`config.mk`:
```
export PLATFORM = sky130hd
export DESIGN_NAME = gray_seq
export DESIGN_NICKNAME = d
export VERILOG_FILES = /design/src/rtl/gray_pkg.sv /design/src/rtl/bin2gray_conv.sv /design/src/rtl/gray_seq.sv
export SDC_FILE = /design/constraint.sdc
export NUM_CORES = 1
export LEC_CHECK = 0
export ABC_AREA = 1
export CORE_MARGIN = 5
export CORE_UTILIZATION = 27
export DETAILED_ROUTE_END_ITERATION = 12
export GPL_TIMING_DRIVEN = 0
export PLACE_DENSITY_LB_ADDON = 0.1
export RECOVER_POWER = 50
export SYNTH_ARGS = -nofsm -noshare
export SYNTH_HDL_FRONTEND = slang
export SYNTH_SLANG_ARGS = --single-unit
export TNS_END_PERCENT = 50
```
`constraint.sdc`:
```
create_clock -name clk -period 1.1 [get_ports clk]
set_input_delay 0.22 -clock clk [delete_from_list [all_inputs] [get_ports clk]]
set_output_delay 0.22 -clock clk [all_outputs]
set_load 0.005 [all_outputs]
```
`src/rtl/gray_pkg.sv`:
```
// gray_pkg: shared types and constants for the Gray-code sequencer.
// Holds the FSM state encoding and the default count width.
package gray_pkg;

  localparam int GRAY_W_DEFAULT = 4;

  typedef enum logic [1:0] {
    IDLE = 2'd0,
    EMIT = 2'd1,
    DONE = 2'd2
  } state_e;

endpackage

```
`src/rtl/bin2gray_conv.sv`:
```
// bin2gray_conv: combinational binary-to-Gray converter.
// The MSB passes through; every other bit is XORed with its upper neighbour.
module bin2gray_conv
  import gray_pkg::*;
#(
  parameter int WIDTH = GRAY_W_DEFAULT
) (
  input  logic [WIDTH-1:0] bin,
  output logic [WIDTH-1:0] gray
);

  assign gray = bin ^ (bin >> 1);

endmodule

```
`src/rtl/gray_seq.sv`:
```
// gray_seq: steps a count 0..limit and streams each binary/Gray pair.
// Define GRAY_SEQ_DOWN_EN to add the dir port and down-count runs.
module gray_seq
  import gray_pkg::*;
#(
  parameter int WIDTH = GRAY_W_DEFAULT
) (
  input  logic             clk,
  input  logic             rst_n,
  input  logic             start,
  input  logic [WIDTH-1:0] limit,
`ifdef GRAY_SEQ_DOWN_EN
  input  logic             dir,
`endif
  output logic             out_valid,
  input  logic             out_ready,
  output logic [WIDTH-1:0] out_bin,
  output logic [WIDTH-1:0] out_gray,
  output logic             busy,
  output logic             done
);

  localparam logic [WIDTH-1:0] ONE = WIDTH'(1);

  state_e           state_q, state_d;
  logic [WIDTH-1:0] cnt_q, cnt_d;
  logic [WIDTH-1:0] lim_q, lim_d;
  logic             last;
  logic [WIDTH-1:0] cnt_nxt;
  logic [WIDTH-1:0] cnt_ld;

`ifdef GRAY_SEQ_DOWN_EN
  logic dir_q, dir_d;

  // Direction picks the start value, the step and the terminal count.
  always_comb begin
    cnt_ld  = dir ? limit : '0;
    last    = dir_q ? (cnt_q == '0) : (cnt_q == lim_q);
    cnt_nxt = dir_q ? (cnt_q - ONE) : (cnt_q + ONE);
  end

  // Direction is captured with start and held for the whole run.
  always_ff @(posedge clk or negedge rst_n) begin
    if (!rst_n) dir_q <= 1'b0;
    else        dir_q <= dir_d;
  end
`else
  // Up-only: runs start at 0 and stop at the latched limit.
  always_comb begin
    cnt_ld  = '0;
    last    = (cnt_q == lim_q);
    cnt_nxt = cnt_q + ONE;
  end
`endif

  // State, count and limit registers.
  always_ff @(posedge clk or negedge rst_n) begin
    if (!rst_n) begin
      state_q <= IDLE;
      cnt_q   <= '0;
      lim_q   <= '0;
    end else begin
      state_q <= state_d;
      cnt_q   <= cnt_d;
      lim_q   <= lim_d;
    end
  end

  // Next state: start only in IDLE, advance on each accepted beat.
  always_comb begin
    state_d = state_q;
    cnt_d   = cnt_q;
    lim_d   = lim_q;
`ifdef GRAY_SEQ_DOWN_EN
    dir_d   = dir_q;
`endif
    unique case (state_q)
      IDLE: begin
        if (start) begin
          lim_d   = limit;
          cnt_d   = cnt_ld;
`ifdef GRAY_SEQ_DOWN_EN
          dir_d   = dir;
`endif
          state_d = EMIT;
        end
      end
      EMIT: begin
        if (out_ready) begin
          if (last) state_d = DONE;
          else      cnt_d   = cnt_nxt;
        end
      end
      DONE: state_d = IDLE;
      default: state_d = IDLE;
    endcase
  end

  assign out_valid = (state_q == EMIT);
  assign busy      = (state_q != IDLE);
  assign done      = (state_q == DONE);
  assign out_bin   = cnt_q;

  bin2gray_conv #(
    .WIDTH(WIDTH)
  ) u_conv (
    .bin (cnt_q),
    .gray(out_gray)
  );

endmodule

```
* Word-level counts from Yosys, hierarchy flattened
Index checks and enable logic that the tools add are counted.
** Storage, ports and cells
- Bits in registers :: 10
- Word-level logic and storage cells :: 26
- Memory bits (writable) :: 0
- Output and inout bits :: 11
- Memories kept :: 0
- Memory bits (read-only) :: 0
- Latch bits :: 0
- Bits of input ports :: 8
** Operators by class
- Muxes and demuxes :: 8
- Multiply operators :: 0
- Order comparisons :: 0
- Reduce and logical (&&, ||, !) cells :: 6
- Equality and inequality tests :: 7
- Bitwise logic cells :: 1
- Shift operators :: 0
- $add $sub $neg :: 1
- Divide/modulo/power cells :: 0
** Operators by type and width (count)
- 4-bit 2-to-1 mux :: 3
- 4-bit case mux with 2 select lines :: 1
- 2-bit 2-to-1 mux :: 3
- 4-bit by 1-bit adder with 4-bit output, second input constant :: 1
- 4-bit equality test :: 1
- 2-bit by 1-bit != test with 1-bit output, second input constant :: 2
- 2-bit != test, second input constant :: 2
- 2-bit case mux with 2 select lines :: 1
- 4-bit AND reduction :: 1
- 2-bit nonzero test :: 2
- 4-bit by 3-bit bitwise XOR with 4-bit output :: 1
- 3-bit AND reduction :: 1
- 2-bit by 1-bit equality test with 1-bit output, second input constant :: 1
- 2-bit equality test, second input constant :: 1
- 2-bit logical NOT :: 1
- 2-bit AND reduction :: 1

* Logic depth before layout (Yosys ltp)
- Depth in word-level cells :: 4
- Depth in mapped cells :: 8
- Depth with buffers taken out :: 8

* By module
A second synthesis with hierarchy kept.
** Second synthesis, totals
- Cells, all modules :: 86
- Area, all modules :: 636.9 sq um
** By module, submodules not included
- gray_seq :: instances 1, cells an instance 72, seq. area each 250.2 sq um, area each 580.6 sq um
- bin2gray_conv :: instances 1, cells an instance 14, seq. area each 0.0 sq um, area each 56.3 sq um

* Worst setup path before layout
No wires, ideal clock.
- Path kind :: register -> register
- Start :: register cnt_q[2], in the netlist out_bin[2]
- End :: register cnt_q[3], in the netlist out_bin[3]
- Slack :: -27 ps
- Cell stages (with the launch flop) :: 7
- Setup time :: 117 ps
- Data required time :: 983 ps
- Path buffers :: 0
- Period minus slack after synthesis :: 1127 ps
- Arrival :: 1010 ps
- Cell sequence :: dfrtp_1 > ha_1 > nand2_1 > xor2_1 > nor2_1 > nand3_1 > nand2_1
** Between the ends
- Word-level cells in the longest chain between the ends :: 4
- Elaborated cells on any way between the ends :: 7
- Classes of those cells :: 1 x add/sub; 2 x eq/ne; 3 x mux; 1 x reduce/logical
** Ends and longest elaborated chain
- from (decl) :: line gray_seq.sv:26 : logic [WIDTH-1:0] cnt_q, cnt_d;
- from (signal assigned) :: line gray_seq.sv:64 : cnt_q <= cnt_d;
- 4-bit by 1-bit adder with 4-bit output :: line gray_seq.sv:52 : cnt_nxt = cnt_q + ONE;
- 4-bit 2-to-1 mux :: line gray_seq.sv:90 : if (last) state_d = DONE;
- 4-bit 2-to-1 mux :: line gray_seq.sv:89 : if (out_ready) begin
- 4-bit case mux with 2 select lines :: line gray_seq.sv:77 : unique case (state_q)
Several ways; a longest one is shown, not always the timed one. The select of a mux whose other input is x is not followed.
A chain may end at the register's enable or synchronous reset.

* Final worst setup path
- Start :: register cnt_q[2], in the netlist out_bin[2]
- End :: output out_gray[1]
** Between the ends
- Word-level cells in the longest chain between the ends :: 1
** Ends and longest elaborated chain
- 4-bit by 3-bit bitwise XOR with 4-bit output :: line bin2gray_conv.sv:12 : assign gray = bin ^ (bin >> 1);
- to (decl) :: line gray_seq.sv:18 : output logic [WIDTH-1:0] out_gray,
Every way passes these cells.

==> out/qor.log <==
qor: status.outcome finished with violations
qor: status.violations negative setup slack
qor: clock_tree.worst_skew_pair.late_latency 0.27 ns
qor: drt.route.final.wire_length 1.559 mm
qor: placement.placedCellCount 121
qor: clock_tree.clock_tree.htree_level_count 1
qor: cells_and_area.final_core_utilization 49.21%
qor: worst_setup_path.kind_of_cell_with_the_highest_combined_delay_on_the_critical_path flip-flops
qor: floorplan.die_width 56.82 um
qor: sta.timing.final.crit_period 1.377 ns
qor: worst_setup_path.critPathCaptureType primary output
qor: drt.drc 0
qor: pwr.total_leakage_power 0.5220 nW
qor: synthesis.netlist_instances 75
qor: sta.timing.fmax 726.4 MHz
qor: grt.via_count_of_the_first_global_routing_pass 605
qor: worst_setup_path.arrival 1.16 ns
qor: grt.grt.overflow.total 0
qor: job.max_cap_viol_count 0
qor: cells_and_area.finish.net_count 123
qor: worst_setup_path.worst-endpoint-required 0.88 ns
qor: cells_and_area.layout.cell_area.non_filler 0.001057 mm2
qor: worst_setup_path.critical_path.max_fanout 3
qor: cells_and_area.most_frequent_cells_in_the_layout 16 x sky130_fd_sc_hd__buf_6, 12 x sky130_fd_sc_hd__nand2_1, 10 x sky130_fd_sc_hd__inv_1
qor: sta.final.setup.worst_slack -0.2767 ns
qor: worst_setup_path.number_of_buffer_and_inverter_instances_along_the_worst_setup_path 2
qor: drt.initialDrtViolationCount 6
qor: sta.worst_clock_skew 0.009956 ns
qor: worst_setup_path.reg2reg_setup_slack -0.23 ns
qor: synthesis.netlist_area_before_placement 591.8 um2
qor: synthesis.yosysSeqAreaShare 42.28%
qor: cells_and_area.n_antenna_cell 0
qor: sta.grt_setup_unrepaired true
qor: sta.fin_crit_sh 125.2%
qor: pwr.power.density_cell_area 2555 mW/mm2
qor: placement.place_area 813.3 um2
qor: pwr.ir_drop 1173 uV
qor: floorplan.start_util 27.55%
qor: floorplan.die_area 0.003228 mm2
qor: pwr.total_power 0.002701 W
qor: placement.portBuffers 18
qor: clock_tree.ctsRootBufferMaster sky130_fd_sc_hd__clkbuf_4
qor: cells_and_area.most_common_cell_after_layout_fill_and_taps_aside sky130_fd_sc_hd__buf_6
qor: drt.dr.pass1.iters 2
qor: synthesis.syn-num-nets 85
qor: drt.drt-vias-per-instance 4.250
qor: synthesis.synth_cell_types 18
qor: sta.maxSlewViolCount 0
qor: sta.finalHoldWorstSlack 0.3523 ns
qor: worst_setup_path.timing.critical_path.slowest_cell_delay 0.43 ns
qor: clock_tree.clkSinkCount 10
qor: clock_tree.post_cts_hold_buffer_count 0
qor: clock_tree.clkTransAtPathRegs 0.08 ns
qor: synthesis.ys_ff_latch 10
qor: synthesis.synth-warning-count 0
qor: drt.routedWlPerCell 11.14 um
qor: grt.track_usage 11.17%
qor: sta.hold_violations 0
qor: worst_setup_path.timing.critical_path.cells buf_6, ha_4, buf_6
qor: floorplan.die_h 56.82 um
qor: sta.timing_worst_slew_pin_value 0.5009 ns
qor: placement.gp_congestion 0.7498
qor: worst_setup_path.timing.critical_path.from_type flop
qor: drt.route.vias.total 595
qor: hold_path.holdCritPathClass in2async
qor: worst_setup_path.timing.critical_path.mode_cell sky130_fd_sc_hd__buf_6
qor: drt.postRouteAntennaNets 0
qor: sta.setup_violations 16
qor: placement.hpwl 1.001 mm
qor: clock_tree.clockBufferDepth 2
qor: grt.grt_start_max_net_pins 11
qor: floorplan.fp.coreArea 0.002148 mm2
qor: worst_setup_path.critPathSlowestCell sky130_fd_sc_hd__dfrtp_2
qor: grt.grt_pass1_wl 2.760 mm
qor: worst_setup_path.worstSetupPathType reg2out
qor: cells_and_area.final_cell_count_without_fillers 140
qor: cells_and_area.flow.area_growth_from_synthesis 78.65%
qor: synthesis.synth.avg_cell_area 7.891 um2
qor: cells_and_area.drive_above_1_share 49.11%
qor: floorplan.io_pins 19
qor: grt.initial_antenna_violation_count 0
qor: floorplan.floorplan.rows 17
qor: clock_tree.tritoncts yes
qor: clock_tree.tritoncts.num_buffers 3
qor: sta.max_slew_margin 66.49%
-- through the flow --
step	setup TNS [ns]	setup WS, ns
after global routing	-3.516	-0.3115
after floorplan	0	0.006519
after detailed placement	-3.784	-0.3943
final	-2.657	-0.2767
after global placement	-3.723	-0.3946
after CTS	-2.995	-0.2871
-- area by class of cell --
class                      count  area [um2]
clock buffer                   4       26.28
fill                         209        1091
inverter                      12       52.55
multi-input combinational     52       365.4
sequential                    10       256.5
tap                           28       35.03
timing repair buffer          34       321.6
-- cell families after synthesis --
kind of cell | Yosys count | share of synthesized area, %
and+or+nand+nor | 40 | 31.93
AOI/OAI and AO/OA | 7 | 8.246
xor gates and xnor gates | 3 | 4.441
DFF | 10 | 42.28
adders and majority gates | 2 | 4.228
buffers and inverters | 13 | 8.879
-- sequential cells by signal, summed over array words and instances, names as in the netlist --
name	count
out_bin	4
state_q	2
lim_q	4
-- Yosys cell counts --
cell                      number  area share (%)
sky130_fd_sc_hd__xor2_1        2             3.0
sky130_fd_sc_hd__buf_4         1             1.3
sky130_fd_sc_hd__o21ai_4       1             2.7
sky130_fd_sc_hd__nand2_1      19              12
sky130_fd_sc_hd__ha_1          2             4.2
sky130_fd_sc_hd__dfrtp_1      10              42
sky130_fd_sc_hd__nand2_2       1             1.1
sky130_fd_sc_hd__o21a_1        1             1.3
sky130_fd_sc_hd__nand3_4       1             3.0
sky130_fd_sc_hd__inv_1        12             7.6
sky130_fd_sc_hd__nand2_4       1             1.9
sky130_fd_sc_hd__o21ai_1       1            0.84
sky130_fd_sc_hd__nor2_1       12             7.6
sky130_fd_sc_hd__nand3_1       4             3.4
sky130_fd_sc_hd__xnor2_1       1             1.5
sky130_fd_sc_hd__nor2_2        1             1.1
sky130_fd_sc_hd__nor2_4        1             1.9
sky130_fd_sc_hd__a21oi_1       4             3.4
-- routing by layer --
| metal | up-vias | global-route usage (%) | wire length [um] |
|---|---|---|---|
| li1 | 304 | - | - |
| met1 | 273 | 14.13 | 716 |
| met2 | 14 | 16.01 | 708 |
| met3 | 4 | 4.598 | 93 |
| met4 | 0 | 5.960 | 40 |
| met5 | - | 0 | 0 |
-- final timing paths --
| check | cells after the start | startpoint | endpoint |
|---|---|---|---|
| hold / removal | 1 | rst_n | lim_q[1]$_DFFE_PN0P_ |
| setup / recovery | 3 | out_bin[2]$_DFFE_PN0P_ | out_gray[1] |
| min in group clk | 3 | limit[2] | lim_q[2]$_DFFE_PN0P_ |
| hold reg to reg | 2 | lim_q[2]$_DFFE_PN0P_ | lim_q[2]$_DFFE_PN0P_ |
| max in group asynchronous | 1 | rst_n | out_bin[0]$_DFFE_PN0P_ |
| setup reg to reg | 8 | out_bin[1]$_DFFE_PN0P_ | state_q[0]$_DFFE_PN0P_ |
-- power breakdown --
part / switching (W) / internal [W] / total, W
Combinational: 0.000815 / 0.000958 / 0.00177
Sequential: 0.000129 / 0.000526 / 0.000655
Clock: 0.000133 / 0.000140 / 0.000273
Total: 0.00108 / 0.00162 / 0.00270
-- timing repair --
item                                    4_1_cts  5_1_grt
endpoints found under the setup margin       17       18
gates cloned                                  0        0
resized for setup                            66       15
buffers inserted                             16        0
pin swaps                                     4        2
No activity file was read; power rests on OpenSTA's default activity.
